===== config.mk =====
export PLATFORM = sky130hd
export DESIGN_NAME = instr_fetch
export DESIGN_NICKNAME = d
export VERILOG_FILES = /design/src/rtl/kayrv32_pkg.sv /design/src/rtl/fetch_fifo.sv /design/src/rtl/instr_fetch.sv
export SDC_FILE = /design/constraint.sdc
export NUM_CORES = 1
export LEC_CHECK = 0
export CORE_MARGIN = 4
export CORE_UTILIZATION = 45
export CTS_CLUSTER_SIZE = 24
export DETAILED_ROUTE_END_ITERATION = 10
export GPL_TIMING_DRIVEN = 0
export PLACE_DENSITY = 0.78
export SLEW_MARGIN = 30
export SYNTH_ARGS = -nofsm -noshare
export SYNTH_HDL_FRONTEND = slang
export SYNTH_SLANG_ARGS = --single-unit

===== constraint.sdc =====
create_clock -name p_Clk -period 4.5 [get_ports p_Clk]
set_input_delay 0.9 -clock p_Clk [delete_from_list [all_inputs] [get_ports p_Clk]]
set_output_delay 0.9 -clock p_Clk [all_outputs]
set_load 0.005 [all_outputs]

===== src/rtl/kayrv32_pkg.sv =====
// kayrv32_pkg: shared widths, constants and helpers for the kayrv32 front end.
// Holds XLEN/INSTR_W, PC_STEP, the default reset PC, the NOP encoding and the
// {pc, instr} fetch entry used between the fetch FIFO and the fetch unit.
package kayrv32_pkg;

    localparam int XLEN    = 32;
    localparam int INSTR_W = 32;
    localparam int PC_STEP = 4;

    localparam logic [XLEN-1:0]    RESET_PC_DFLT = 32'h0000_0000;
    localparam logic [INSTR_W-1:0] NOP_INSTR     = 32'h0000_0013;

    typedef struct packed {
        logic [XLEN-1:0]    pc;
        logic [INSTR_W-1:0] instr;
    } fetch_entry_t;

    localparam int ENTRY_W = $bits(fetch_entry_t);

    // Instruction addresses are always word aligned; low bits are dropped.
    function automatic logic [XLEN-1:0] align_pc(input logic [XLEN-1:0] a);
        return a & ~32'h0000_0003;
    endfunction

endpackage


===== src/rtl/fetch_fifo.sv =====
// fetch_fifo: small synchronous FIFO of {pc, instr} entries for instr_fetch.
// Ports: p_Clk/p_Rst (async, active-high), p_Push/p_Data_In, p_Pop,
// p_Flush (clears all entries at the edge), p_Head_Out (0 when empty),
// p_Occ_Out (entry count). DEPTH must be a power of two (2 or 4).
module fetch_fifo
    import kayrv32_pkg::*;
#(
    parameter int DEPTH = 2,
    parameter int W     = ENTRY_W,
    localparam int AW   = $clog2(DEPTH),
    localparam int CW   = $clog2(DEPTH + 1)
) (
    input  logic          p_Clk,
    input  logic          p_Rst,
    input  logic          p_Push,
    input  logic [W-1:0]  p_Data_In,
    input  logic          p_Pop,
    input  logic          p_Flush,
    output logic [W-1:0]  p_Head_Out,
    output logic [CW-1:0] p_Occ_Out
);

    logic [W-1:0]  mem [DEPTH];
    logic [AW-1:0] wr_q;
    logic [AW-1:0] rd_q;
    logic [CW-1:0] occ_q;

    // Pointers wrap naturally because DEPTH is a power of two.
    always_ff @(posedge p_Clk or posedge p_Rst) begin
        if (p_Rst) begin
            wr_q  <= '0;
            rd_q  <= '0;
            occ_q <= '0;
        end else if (p_Flush) begin
            wr_q  <= '0;
            rd_q  <= '0;
            occ_q <= '0;
        end else begin
            if (p_Push) begin
                wr_q <= wr_q + 1'b1;
            end
            if (p_Pop) begin
                rd_q <= rd_q + 1'b1;
            end
            occ_q <= occ_q + CW'(p_Push) - CW'(p_Pop);
        end
    end

    // Storage needs no reset: the head is masked whenever the FIFO is empty.
    always_ff @(posedge p_Clk) begin
        if (p_Push && !p_Flush) begin
            mem[wr_q] <= p_Data_In;
        end
    end

    assign p_Head_Out = (occ_q != '0) ? mem[rd_q] : '0;
    assign p_Occ_Out  = occ_q;

endmodule


===== src/rtl/instr_fetch.sv =====
// instr_fetch: PC, issue and in-flight tracking for the instruction fetch stage.
// Drives the 1-cycle-latency memory read port (p_MemReadEn_Out/p_MemAddr_Out,
// p_MemData_In), buffers responses in fetch_fifo and presents them to decode
// via p_InstrValid_Out/p_InstrReady_In/p_Instr_Out/p_InstrPc_Out.
// p_Redirect_In/p_RedirectPc_In flush the stage and reload the PC.
// Optional macro KAYRV32_FETCH_PERFCNT_EN adds p_StallCnt_Out, a saturating
// count of cycles out of reset with no valid instruction.
module instr_fetch
    import kayrv32_pkg::*;
#(
    parameter logic [31:0] RESET_PC   = RESET_PC_DFLT,
    parameter int          FIFO_DEPTH = 2
) (
    input  logic        p_Clk,
    input  logic        p_Rst,
    output logic        p_MemReadEn_Out,
    output logic [31:0] p_MemAddr_Out,
    input  logic [31:0] p_MemData_In,
    input  logic        p_Redirect_In,
    input  logic [31:0] p_RedirectPc_In,
    output logic        p_InstrValid_Out,
    input  logic        p_InstrReady_In,
    output logic [31:0] p_Instr_Out,
    output logic [31:0] p_InstrPc_Out
`ifdef KAYRV32_FETCH_PERFCNT_EN
    ,
    output logic [31:0] p_StallCnt_Out
`endif
);

    localparam int          CW      = $clog2(FIFO_DEPTH + 1);
    localparam logic [CW:0] DEPTH_C = (CW + 1)'(FIFO_DEPTH);

    logic [XLEN-1:0] pc_q;
    logic [XLEN-1:0] rsp_pc_q;
    logic            inflight_q;

    logic            issue;
    logic            push;
    logic            pop;
    logic [CW-1:0]   occ;
    logic [CW:0]     budget;
    fetch_entry_t    head;
    fetch_entry_t    rsp;

    // Entries that will be held after this edge if we do not issue:
    // buffered + the response landing now - the one decode takes now.
    always_comb begin
        budget = {1'b0, occ}
               + {{CW{1'b0}}, inflight_q}
               - {{CW{1'b0}}, pop};
    end

    assign issue = ~p_Rst & ~p_Redirect_In & (budget < DEPTH_C);
    assign push  = inflight_q & ~p_Redirect_In;

    assign p_MemReadEn_Out = issue;
    assign p_MemAddr_Out   = pc_q;

    always_ff @(posedge p_Clk or posedge p_Rst) begin
        if (p_Rst) begin
            pc_q       <= RESET_PC;
            rsp_pc_q   <= '0;
            inflight_q <= 1'b0;
        end else if (p_Redirect_In) begin
            pc_q       <= align_pc(p_RedirectPc_In);
            inflight_q <= 1'b0;
        end else begin
            inflight_q <= issue;
            if (issue) begin
                pc_q     <= pc_q + XLEN'(PC_STEP);
                rsp_pc_q <= pc_q;
            end
        end
    end

    assign rsp.pc    = rsp_pc_q;
    assign rsp.instr = p_MemData_In;

    fetch_fifo #(
        .DEPTH (FIFO_DEPTH),
        .W     (ENTRY_W)
    ) u_fifo (
        .p_Clk      (p_Clk),
        .p_Rst      (p_Rst),
        .p_Push     (push),
        .p_Data_In  (rsp),
        .p_Pop      (pop),
        .p_Flush    (p_Redirect_In),
        .p_Head_Out (head),
        .p_Occ_Out  (occ)
    );

    // A redirect hides the head so nothing stale is consumed that cycle.
    assign p_InstrValid_Out = (occ != '0) & ~p_Redirect_In;
    assign pop              = p_InstrValid_Out & p_InstrReady_In;
    assign p_Instr_Out      = head.instr;
    assign p_InstrPc_Out    = head.pc;

`ifdef KAYRV32_FETCH_PERFCNT_EN
    logic [31:0] stall_q;

    always_ff @(posedge p_Clk or posedge p_Rst) begin
        if (p_Rst) begin
            stall_q <= '0;
        end else if (!p_InstrValid_Out && stall_q != 32'hFFFF_FFFF) begin
            stall_q <= stall_q + 32'd1;
        end
    end

    assign p_StallCnt_Out = stall_q;
`else
    // No stall counter in this build.
`endif

endmodule


Word-level counts from Yosys, hierarchy flattened
Memory sizes are Yosys's and may differ from the RTL's.
Index checks and enable logic that the tools add are counted.
{"block": "classes", "n_mux": 11, "bitwise": 7, "n_addsub": 7, "order_cmp": 1, "n_reduce_logical": 7}
{"op": "2-to-1 mux 32 bit", "n": 2}
{"op": "2-to-1 mux 64 bit", "n": 1}
{"op": "adder 32 x 3 -> 32 bit, second input constant", "n": 1}
{"op": "nonzero test 2 bit", "n": 4}
{"op": "2-to-1 mux 1 bit", "n": 7}
{"op": "bitwise AND 1 bit", "n": 5}
{"op": "adder 2 x 1 -> 3 bit", "n": 1}
{"op": "< comparator 3 x 2 -> 1 bit, second input constant", "n": 1}
{"op": "subtractor 3 x 1 -> 3 bit", "n": 1}
{"op": "adder 1 bit, second input constant", "n": 2}
{"op": "adder 2 x 1 -> 2 bit", "n": 1}
{"op": "2-to-1 mux 2 bit", "n": 1}
{"op": "inverter 1 bit", "n": 2}
{"op": "AND reduction 2 bit", "n": 1}
{"op": "subtractor 2 x 1 -> 2 bit", "n": 1}
{"op": "logical AND 1 bit", "n": 1}
{"op": "logical NOT 1 bit", "n": 1}
{"block": "word_totals", "input_bits": 68, "wordCells": 40, "n_memories": 1, "ff_bits": 69, "ram_bits": 128}
{"name": "u_fifo.mem", "words": 2, "width": 64, "rd": 1, "rd_ports_with_merged_regs": 0, "write_ports": 1, "line_no": "fetch_fifo.sv:23", "rtl": "logic [W-1:0] mem [DEPTH];"}

Depth between registers and ports, before layout
Gate-level depths: netlist of run 1.
{"block": "logic_depth", "word_depth": 8, "ltp_mapped": 14}

Cells and area by module
Synthesis of run 1 repeated with hierarchy kept, for this count alone.
{"block": "unflattened", "cells_unflattened": 576, "hier_area_um2": 8333.0}
{"mod": "fetch_fifo", "cells_each": 288, "area_per_inst_um2": 5064.9, "seq_area_each_um2": 3943.8, "n_inst": 1}
{"mod": "instr_fetch", "cells_each": 288, "area_per_inst_um2": 3268.1, "seq_area_each_um2": 1526.5, "n_inst": 1}

Worst setup path before layout of run 1
OpenSTA, ideal clock, no wires.
{"block": "synth_timing", "kind": "input to register", "start": "in p_Redirect_In", "end": "mem u_fifo.mem[0][0] (netlist bit), enable pin", "arrival_ns": 4.025, "t_required_ns": 4.010, "n_path_buf": 1, "setup_slack_ns": -0.014, "path_stages": 3, "setup_ns": 0.490, "cell_sequence": "clkbuf_1 -> nor2b_1 -> nor2b_1"}
{"block": "synth_between", "elab_chain_cells": 5, "word_cells_on_any_way": 6}
{"item": "from (decl)", "line_no": "instr_fetch.sv:19", "rtl": "input logic p_Redirect_In,"}
{"item": "inverter 1 bit (no source line)"}
{"item": "bitwise AND 1 bit", "line_no": "instr_fetch.sv:55", "rtl": "assign push = inflight_q & ~p_Redirect_In;"}
{"item": "logical AND 1 bit *", "line_no": "fetch_fifo.sv:51", "rtl": "if (p_Push && !p_Flush) begin"}
{"item": "2-to-1 mux 1 bit *", "line_no": "fetch_fifo.sv:51"}
{"item": "2-to-1 mux 1 bit (implied by the code) *", "line_no": "fetch_fifo.sv:52", "rtl": "mem[wr_q] <= p_Data_In;"}
{"item": "to (decl)", "line_no": "fetch_fifo.sv:23"}
Mark *: on every way between the ends. The rest lies on a longest branch, timed or not.

Final worst setup path of run 1
{"block": "layout_timing", "start": "in p_Redirect_In", "end": "out p_MemReadEn_Out"}
{"block": "layout_between", "elab_chain_cells": 6, "word_cells_on_any_way": 7}
{"item": "inverter 1 bit (no source line) *"}
{"item": "bitwise AND 1 bit", "line_no": "instr_fetch.sv:95", "rtl": "assign p_InstrValid_Out = (occ != '0) & ~p_Redirect_In;"}
{"item": "bitwise AND 1 bit", "line_no": "instr_fetch.sv:96", "rtl": "assign pop = p_InstrValid_Out & p_InstrReady_In;"}
{"item": "subtractor 3 x 1 -> 3 bit", "line_no": "instr_fetch.sv:51", "rtl": "- {{CW{1'b0}}, pop};"}
{"item": "< comparator 3 x 2 -> 1 bit", "line_no": "instr_fetch.sv:54", "rtl": "assign issue = ~p_Rst & ~p_Redirect_In & (budget < DEPTH_C);"}
{"item": "bitwise AND 1 bit *", "line_no": "instr_fetch.sv:54"}
{"item": "to (decl)", "line_no": "instr_fetch.sv:16", "rtl": "output logic p_MemReadEn_Out,"}
Marks and branches as above.

==> results of run 1 <==
[metrics by stage]
stage               cell area, sq um  setup TNS [ns]  utilization  std cells
floorplan                       7910               0            -        637
global placement                9780          -64.16        0.567       1021
detailed placement              9930          -25.26        0.576       1026
CTS                            10600               0        0.614       1061
global route                   10600               0        0.615       1061
finish                         10600               0        0.615       1061
[synth_stat cells, types with 2 or more instances]
master,number
nand4_1,12
buf_2,4
xor2_1,2
a31oi_1,2
nor4_1,2
and4_1,3
a22oi_1,3
buf_1,6
nor2_1,77
inv_1,10
edfxtp_1,124
nand2_1,117
buf_4,4
o311ai_0,6
clkbuf_1,23
and2_1,6
dfrtp_1,65
ha_1,4
a21oi_1,2
o211ai_1,8
nor2b_1,6
nand3b_1,5
mux2i_1,63
nor3b_1,2
o21ai_0,24
nand3_1,17
nor3_1,4
xnor2_1,3
and2b_1,2
a221o_1,5
or4_1,2
nand4b_1,2
a21o_1,3
[worst max-delay path, delay by kind of cell]
family,cells,cell delay [ns]
simple gates,5,0.87
buf+inv,7,0.88
fa+ha+maj,2,0.81
[metal layers]
| metal | part of all wire | vias to the layer above | routed length, um |
|---|---|---|---|
| li1 | - | 2640 | - |
| met1 | 0.44 | 2648 | 8140 |
| met2 | 0.48 | 245 | 8870 |
| met3 | 0.064 | 39 | 1190 |
| met4 | 0.025 | 0 | 463 |
| met5 | 0 | - | 0 |
[registers in the layout, indices dropped and copies added, names as in the netlist]
name	cells
inflight_q	1
p_MemAddr_Out	30
u_fifo.mem	124
u_fifo.p_Occ_Out	2
u_fifo.wr_q	1
rsp_pc_q	30
u_fifo.rd_q	1
[final cells by class]
type	count	area, sq um
plain buffers	36	209
clock buffers	19	443
clock inverters	13	130
fillers	1333	6640
inverters	11	43.8
multi-input cells	400	2390
flip-flops and latches	189	5350
well taps	225	282
repair buffers	168	1750
[final timing paths]
path	to	slack, ns
worst max register to register	p_MemAddr_Out[21]$_DFFE_PP0P_	0.71
min in group asynchronous	p_MemAddr_Out[22]$_DFFE_PP0P_	0.82
worst min register to register	u_fifo.mem[1][45]$_DFFE_PP_	0.48
worst min-delay path	u_fifo.mem[1][45]$_DFFE_PP_	0.48
max in group asynchronous	rsp_pc_q[6]$_DFFE_PP0P_	3.15
worst max-delay path	p_MemReadEn_Out	0.13
[where the power goes]
part / switching (W) / internal (W)
clock: 0.000654 / 0.000793
sequential: 0.000202 / 0.00217
combinational: 0.000537 / 0.000560
total: 0.00139 / 0.00353
[kinds of logic (layout without fill, tap and decap cells)]
family / count (synthesis) / count (layout) / synth area share
other cells: 1 / 4 / 0.000475
buf+inv: 48 / 247 / 0.0254
flops: 189 / 189 / 0.678
mux: 64 / 64 / 0.0813
fa+ha+maj: 5 / 5 / 0.00888
simple gates: 264 / 264 / 0.150
xor+xnor: 5 / 5 / 0.00555
compound gates: 58 / 58 / 0.0503
[repair_timing]
item	CTS	global route
hold buffers	0	0
pin swaps	5	3
gates resized for setup	26	3
endpoints found under the setup margin	29	1
setup buffers	4	0
==> impl_metrics.ini, run 1 <==
[clock_tree]
clk_pin_slew_worst_paths_ns = 0.07
cts_tree = done
cts-buffers-inserted = 17
clkSinkCount = 189
htreeDepth = 4
ctsLongestPathBuffers = 2
root_buffer = clkbuf_16
clk_latency_ns = 0.43

[timing]
worst_slew_pin_slew_ns = 0.951
hold-worst-slack_ns = 0.476
slew_headroom = 0.361
setup_viol = 0
fmax_mhz = 229
hold_violations = 0
post-route-period-util = 0.971
finalClockSkew_ns = 0.00878
fin_crit_ns = 4.37
grt_setup_unrepaired = no
timing.final.ws_setup_ns = 0.130
drv_slew = 0

[power_and_ir_drop]
p_per_area_mw_per_mm2 = 464
p_leak_nw = 3.90
vdd_drop_max_uv = 305
power_w = 0.00492

[synth]
yosysUniqueCellTypes = 49
yosysTopAreaCellShare = 0.472
yosys.area.top_type = edfxtp_1
syn_area_per_cell_sq_um = 12.4
synthArstFlopShare = 0.344
synthFlopType = edfxtp_1
ys_ff_latch = 189
yosysSeqAreaShare = 0.678
netlist_top_cells_area = edfxtp_1 (47%), dfrtp_1 (21%), mux2i_1 (8.0%)
synth_edf_count = 124
yosys_warnings = 0
syn_inst = 634
synth_area_sq_mm = 0.00789

[worst_setup_path]
slowest_stage = fa_1
r2r_start = u_fifo.p_Occ_Out[1]$_DFF_PP0_
crit_chain = buf_4, buf_8, nor2_4, and2_4, ha_1, inv_2, nand2_1, fa_1, or3b_4, or2_4, clkbuf_16, clkbuf_16, inv_1, clkdlybuf4s15_2
cp_common_cell = clkbuf_16
startpoint = p_Redirect_In
setup.worst_path.class = in -> out
endpoint_kind = primary output
cp-start-kind = primary input
required_ns = 3.60
critPathMaxStageDelay_ns = 0.52
arrival_ns = 3.47
reg2reg_depth = 14
crit_fanout = 10

[drt]
wl_per_cell_um = 17.6
wl_mm = 18.7
ant_nets = 0
vias_per_cell = 5.25
drc = 0
drt_iter0_drc = 312
first_pass_iters = 5
vias = 5572

[placement]
hpwl_mm = 13.2
place_ws_ns = -1.74
gp_congestion = 0.958
port_buffers = 159

[floorplanning]
io_pins = 166
die_x_um = 140
core-area_sq_mm = 0.0172
start_util = 0.458
dieArea_sq_mm = 0.0197
die_h_um = 140
rows = 48

[layout]
antenna_cells = 0
final_nets = 896
layout_commonest_cell = clkdlybuf4s50_1
most-common-layout-cells = clkdlybuf4s50_1 (156), edfxtp_1 (124), nand2_1 (117)
syn_to_final_growth_pct = 34.3
drive_above_1_share = 0.0825

[global_route]
grtUsageTotal = 0.194
met2_usage = 0.313
use_met1 = 0.257
grt_max_degree = 50
grt_pass1_vias = 5632
grtUsageMet3 = 0.0437
grt_pass1_wl_mm = 29.7
antenna_found_initial = 0
grt-ovfl-total = 0
grt-busiest-layer = met2

[status]
status = finished clean

[worst_hold_path]
worstHoldStart = rsp_pc_q[13]$_DFFE_PP0P_
min_path_cells = 0
hold_path.class = reg -> reg

[job]
maxCapViolations = 0
Note: power is estimated with default switching activity, not from simulation.
==> run 2, diff against run 1 <==
--- a/config.mk
+++ b/config.mk
@@ -5,12 +5,13 @@
 export SDC_FILE = /design/constraint.sdc
 export NUM_CORES = 1
 export LEC_CHECK = 0
+export ABC_CLOCK_PERIOD_IN_PS = 4290
 export CORE_MARGIN = 4
 export CORE_UTILIZATION = 45
 export CTS_CLUSTER_SIZE = 24
 export DETAILED_ROUTE_END_ITERATION = 10
 export GPL_TIMING_DRIVEN = 0
-export PLACE_DENSITY = 0.78
+export PLACE_DENSITY = 0.75
 export SLEW_MARGIN = 30
 export SYNTH_ARGS = -nofsm -noshare
 export SYNTH_HDL_FRONTEND = slang
==> constraint.sdc (replaced) <==
create_clock -name p_Clk -period 4.29 [get_ports p_Clk]
set_input_delay 0.858 -clock p_Clk [delete_from_list [all_inputs] [get_ports p_Clk]]
set_output_delay 0.858 -clock p_Clk [all_outputs]
set_load 0.005 [all_outputs]
==> run 2 against run 1 <==
Core utilization decreased by 0.22 points. Die area unchanged. Sequential share of layout area increased by 0.18 points. Clock-buffer cell count decreased by 2. Non-clock buffer count decreased by 2. Critical path depth decreased by 1. Hold slack got worse by 0.0041 ns. Clock power increased by 3%. Sequential power increased by 4%. Register-to-register slack got worse by 0.33 ns. Clock skew decreased by 0.00055 ns. Setup slack improved by 0.010 ns.
==> impl_metrics.ini, run 2 (same netlist as run 1, synthesis figures left out) <==
[worst_setup_path]
cp-start-kind = primary input
arrival_ns = 3.29
required_ns = 3.43
setup.worst_path.class = in -> out
endpoint_kind = primary output
crit_fanout = 10

[drt]
vias_per_cell = 5.22
wl_mm = 18.8
vias = 5529
wl_per_cell_um = 17.7
ant_nets = 0
drc = 0
first_pass_iters = 5
drt_iter0_drc = 446

[global_route]
grt_pass1_vias = 5469
antenna_found_initial = 0
grt-ovfl-total = 0
grt_max_degree = 45
grt_pass1_wl_mm = 29.7
grtUsageTotal = 0.194

[power_and_ir_drop]
power_w = 0.00511
p_leak_nw = 3.89
p_per_area_mw_per_mm2 = 484
vdd_drop_max_uv = 326

[timing]
fmax_mhz = 241
hold-worst-slack_ns = 0.472
setup_viol = 0
grt_setup_unrepaired = no
drv_slew = 0
fin_crit_ns = 4.15
worst_slew_pin_slew_ns = 0.869
finalClockSkew_ns = 0.00823
hold_violations = 0
post-route-period-util = 0.967
slew_headroom = 0.416

[worst_hold_path]
hold_path.class = reg -> reg

[placement]
gp_congestion = 0.889
post-place-cells = 1026
hpwl_mm = 13.2
port_buffers = 159
placed_area_sq_mm = 0.00993

[clock_tree]
ctsLongestPathBuffers = 2
clk_pin_slew_worst_paths_ns = 0.07
cts-buffers-inserted = 17
cts_tree = done
clkSinkCount = 189
htreeDepth = 4
clk_latency_ns = 0.43
postCtsHoldBufs = 0
root_buffer = clkbuf_16

[layout]
antenna_cells = 0
layout_commonest_cell = clkdlybuf4s50_1
drive_above_1_share = 0.0803
largest_reg_flops = 124
top_register = u_fifo.mem
final_nets = 894
most-common-layout-cells = clkdlybuf4s50_1 (156), edfxtp_1 (124), nand2_1 (117)
fin_area_sq_mm = 0.0106
fin_cells = 1059
syn_to_final_growth_pct = 33.8
fin_util = 0.613

[status]
status = finished clean

[floorplanning]
io_pins = 166
die_h_um = 140
core-area_sq_mm = 0.0172
die_x_um = 140
dieArea_sq_mm = 0.0197
rows = 48
start_util = 0.458

[job]
maxCapViolations = 0
-- run 2: power breakdown --
part | internal, W | switching (W) | total [W]
sequential | 0.00228 | 0.000196 | 0.00248
combinational | 0.000575 | 0.000558 | 0.00113
clock | 0.000772 | 0.000726 | 0.00150
total | 0.00363 | 0.00148 | 0.00511
-- run 2: per-layer routing --
metal | vias to the layer above | GRT usage | routed length (um)
met4 | 0 | 0.0637 | 258
met5 | - | 0 | 0
met2 | 208 | 0.315 | 9330
li1 | 2632 | - | -
met3 | 24 | 0.0355 | 1320
met1 | 2665 | 0.266 | 7890
-- run 2: stage by stage --
step	setup slack [ns]	setup TNS, ns
after global placement	-1.81	-108.76
after floorplan	0.0266	0
final	0.140	0
after global routing	0.0434	0
after CTS	0.00230	0
after detailed placement	-1.79	-33.84
-- run 2: worst paths after layout --
check | to | from | cells past startpoint | slack, ns
max | p_MemReadEn_Out | p_Redirect_In | 13 | 0.14
min | u_fifo.mem[1][37]$_DFFE_PP_ | rsp_pc_q[5]$_DFFE_PP0P_ | 0 | 0.47
max reg2reg | p_MemAddr_Out[23]$_DFFE_PP0P_ | u_fifo.p_Occ_Out[1]$_DFF_PP0_ | 15 | 0.38
min reg2reg | u_fifo.mem[1][37]$_DFFE_PP_ | rsp_pc_q[5]$_DFFE_PP0P_ | 0 | 0.47
max in group asynchronous | rsp_pc_q[6]$_DFFE_PP0P_ | p_Rst | 3 | 2.94
min in group asynchronous | p_MemAddr_Out[18]$_DFFE_PP0P_ | p_Rst | 2 | 0.81
-- run 2: critical path: stages --
cell and delay (ns):
buf_4 0.16, buf_8 0.15, nor2_4 0.12, and2_4 0.14, ha_1 0.21, inv_1 0.08
nand2_1 0.07, fa_1 0.52, or3b_4 0.39, or2_4 0.28, clkbuf_16 0.15, inv_1 0.05
clkbuf_2 0.11
-- run 2: what timing repair did --
action / 4_1_cts / 5_1_grt
gates cloned: 0 / 0
gates resized for setup: 18 / 5
setup endpoints to repair: 44 / 2
buffers inserted: 3 / 0
hold endpoints to repair: 0 / 0
pin swaps: 2 / 1
-- run 2: cell type report --
class	count	area, sq um
well taps	225	282
clock inverters	15	140
fillers	1368	6680
clock buffers	17	425
plain buffers	35	184
multi-input cells	400	2400
flip-flops and latches	189	5350
inverters	11	43.8
repair buffers	167	1740
==> run 3, diff against run 2 <==
--- a/config.mk
+++ b/config.mk
@@ -12,7 +12,6 @@
 export DETAILED_ROUTE_END_ITERATION = 10
 export GPL_TIMING_DRIVEN = 0
 export PLACE_DENSITY = 0.75
-export SLEW_MARGIN = 30
 export SYNTH_ARGS = -nofsm -noshare
 export SYNTH_HDL_FRONTEND = slang
 export SYNTH_SLANG_ARGS = --single-unit
==> run 3 against run 2 <==
Power fell by 0.61%. Critical path depth rose by 1. Cell count rose by 0.19%. Register-to-register slack improved by 0.10 ns. Largest power group unchanged. Global-route usage barely moved. Routed wire length fell by 0.72%. Setup slack improved by 0.015 ns. Core utilization fell by 0.31 points. Maximum frequency rose by 0.36%. Sequential share of layout area rose by 0.26 points. First-iteration DRC count rose by 2.9%. Die area did not move. Highest routed layer unchanged.
==> impl_metrics.ini, run 3 (same netlist as run 1, synthesis figures left out) <==
[global_route]
antenna_found_initial = 0
grt-ovfl-total = 0
grtUsageTotal = 0.194
grt_max_degree = 66
grt_pass1_vias = 5489
grt_pass1_wl_mm = 29.6

[power_and_ir_drop]
combPwrFrac = 0.222
seq_power_share = 0.488
p_per_area_mw_per_mm2 = 483
p_clk_frac = 0.291
internal_power_w = 0.00362
p_leak_nw = 3.86
vdd_drop_max_uv = 329
switching_share = 0.287
power_w = 0.00508
switchingPower_w = 0.00146

[clock_tree]
clkSinkCount = 189
cts-buffers-inserted = 17
ctsLongestPathBuffers = 2
clk_pin_slew_worst_paths_ns = 0.07
htreeDepth = 4
cts_tree = done
clk_latency_ns = 0.43
root_buffer = clkbuf_16

[layout]
syn_to_final_growth_pct = 33.1
top_register = u_fifo.mem
n_fill_cell = 1383
most-common-layout-cells = clkdlybuf4s50_1 (156), edfxtp_1 (124), nand2_1 (117)
largest_reg_flops = 124
seqCellArea_sq_mm = 0.00535
fin_area_sq_mm = 0.0105
drive_above_1_share = 0.0813
multi_input_area_sq_mm = 0.00238
layout_commonest_cell = clkdlybuf4s50_1
final_nets = 896
antenna_cells = 0

[timing]
finalClockSkew_ns = 0.0101
timing.final.ws_setup_ns = 0.155
fin_crit_ns = 4.14
setup_viol = 0
drv_slew = 0
worst_slew_pin_slew_ns = 1.32
fmax_mhz = 242
setup_tns_ns = 0
hold_violations = 0
post-route-period-util = 0.964
grt_setup_unrepaired = no
slew_headroom = 0.114

[placement]
placed_area_sq_mm = 0.00983
gp_congestion = 0.889
place_ws_ns = -1.80
hpwl_mm = 12.8
port_buffers = 159

[worst_setup_path]
crit_fanout = 8
setup.worst_path.class = in -> out
arrival_ns = 3.28
required_ns = 3.43
endpoint_kind = primary output
cp-start-kind = primary input

[floorplanning]
core-area_sq_mm = 0.0172
die_h_um = 140
die_x_um = 140
io_pins = 166
start_util = 0.458
dieArea_sq_mm = 0.0197
rows = 48

[drt]
wl_mm = 18.7
vias_per_cell = 5.25
ant_nets = 0
drt_iter0_drc = 459
vias = 5568
drc = 0
first_pass_iters = 5
wl_per_cell_um = 17.6

[job]
maxCapViolations = 0

[worst_hold_path]
hold_path.class = reg -> reg

[status]
status = finished clean
[run 3: worst max-delay path: stages]
cell and delay, ns:
buf_6 0.12, clkbuf_16 0.15, nor2_4 0.10, and2_4 0.14
ha_1 0.22, inv_2 0.06, nand2_1 0.06, fa_1 0.51
or3b_4 0.39, or2_4 0.25, clkbuf_8 0.14, clkbuf_16 0.13
inv_1 0.04, buf_2 0.11
[run 3: per-layer routing]
| metal | part of all wire | vias up | global-route usage |
|---|---|---|---|
| met5 | 0 | - | 0 |
| met1 | 0.42 | 2679 | 0.259 |
| met3 | 0.075 | 30 | 0.0403 |
| met2 | 0.49 | 226 | 0.319 |
| li1 | - | 2633 | - |
| met4 | 0.016 | 0 | 0.0632 |
[run 3: worst paths after layout]
kind	start	to	slack (ns)	depth (start not counted)
setup / recovery	p_Redirect_In	p_MemReadEn_Out	0.15	14
hold / removal	rsp_pc_q[17]$_DFFE_PP0P_	u_fifo.mem[1][49]$_DFFE_PP_	0.47	0
setup reg to reg	u_fifo.p_Occ_Out[1]$_DFF_PP0_	p_MemAddr_Out[23]$_DFFE_PP0P_	0.48	15
hold reg to reg	rsp_pc_q[17]$_DFFE_PP0P_	u_fifo.mem[1][49]$_DFFE_PP_	0.47	0
max in group asynchronous	p_Rst	p_MemAddr_Out[9]$_DFFE_PP0P_	2.71	2
min in group asynchronous	p_Rst	p_MemAddr_Out[18]$_DFFE_PP0P_	1.04	2
[run 3: power by group through the flow]
| stage | clock network [W] | logic (W) | registers (W) |
|---|---|---|---|
| floorplan | 0 | 0.000554 | 0.00245 |
| global placement | 0 | 0.00107 | 0.00250 |
| detailed placement | 0 | 0.00110 | 0.00251 |
| CTS | 0.00150 | 0.00115 | 0.00247 |
| global route | 0.00158 | 0.00125 | 0.00251 |
| finish | 0.00148 | 0.00113 | 0.00248 |
[run 3: final cells by class]
class                      instances  share of cell area
sequential                       189               0.509
multi-input combinational        400               0.227
timing repair buffer             168               0.160
clock buffer                      18              0.0408
tap                              225              0.0268
buffer                            36              0.0198
clock inverter                    14              0.0124
inverter                          11             0.00417
[run 3: per-stage QoR]
stage | std cells | hold slack, ns | util
floorplan | 637 | 0.442 | -
global placement | 1021 | 0.449 | 0.567
detailed placement | 1023 | 0.452 | 0.570
CTS | 1060 | 0.468 | 0.609
global route | 1061 | 0.481 | 0.610
finish | 1061 | 0.469 | 0.610
[run 3: timing repair]
item	CTS	global route
gates resized for setup	29	1
setup endpoints to repair	48	1
pin swaps	4	3
setup buffers	6	1
hold buffers	0	0
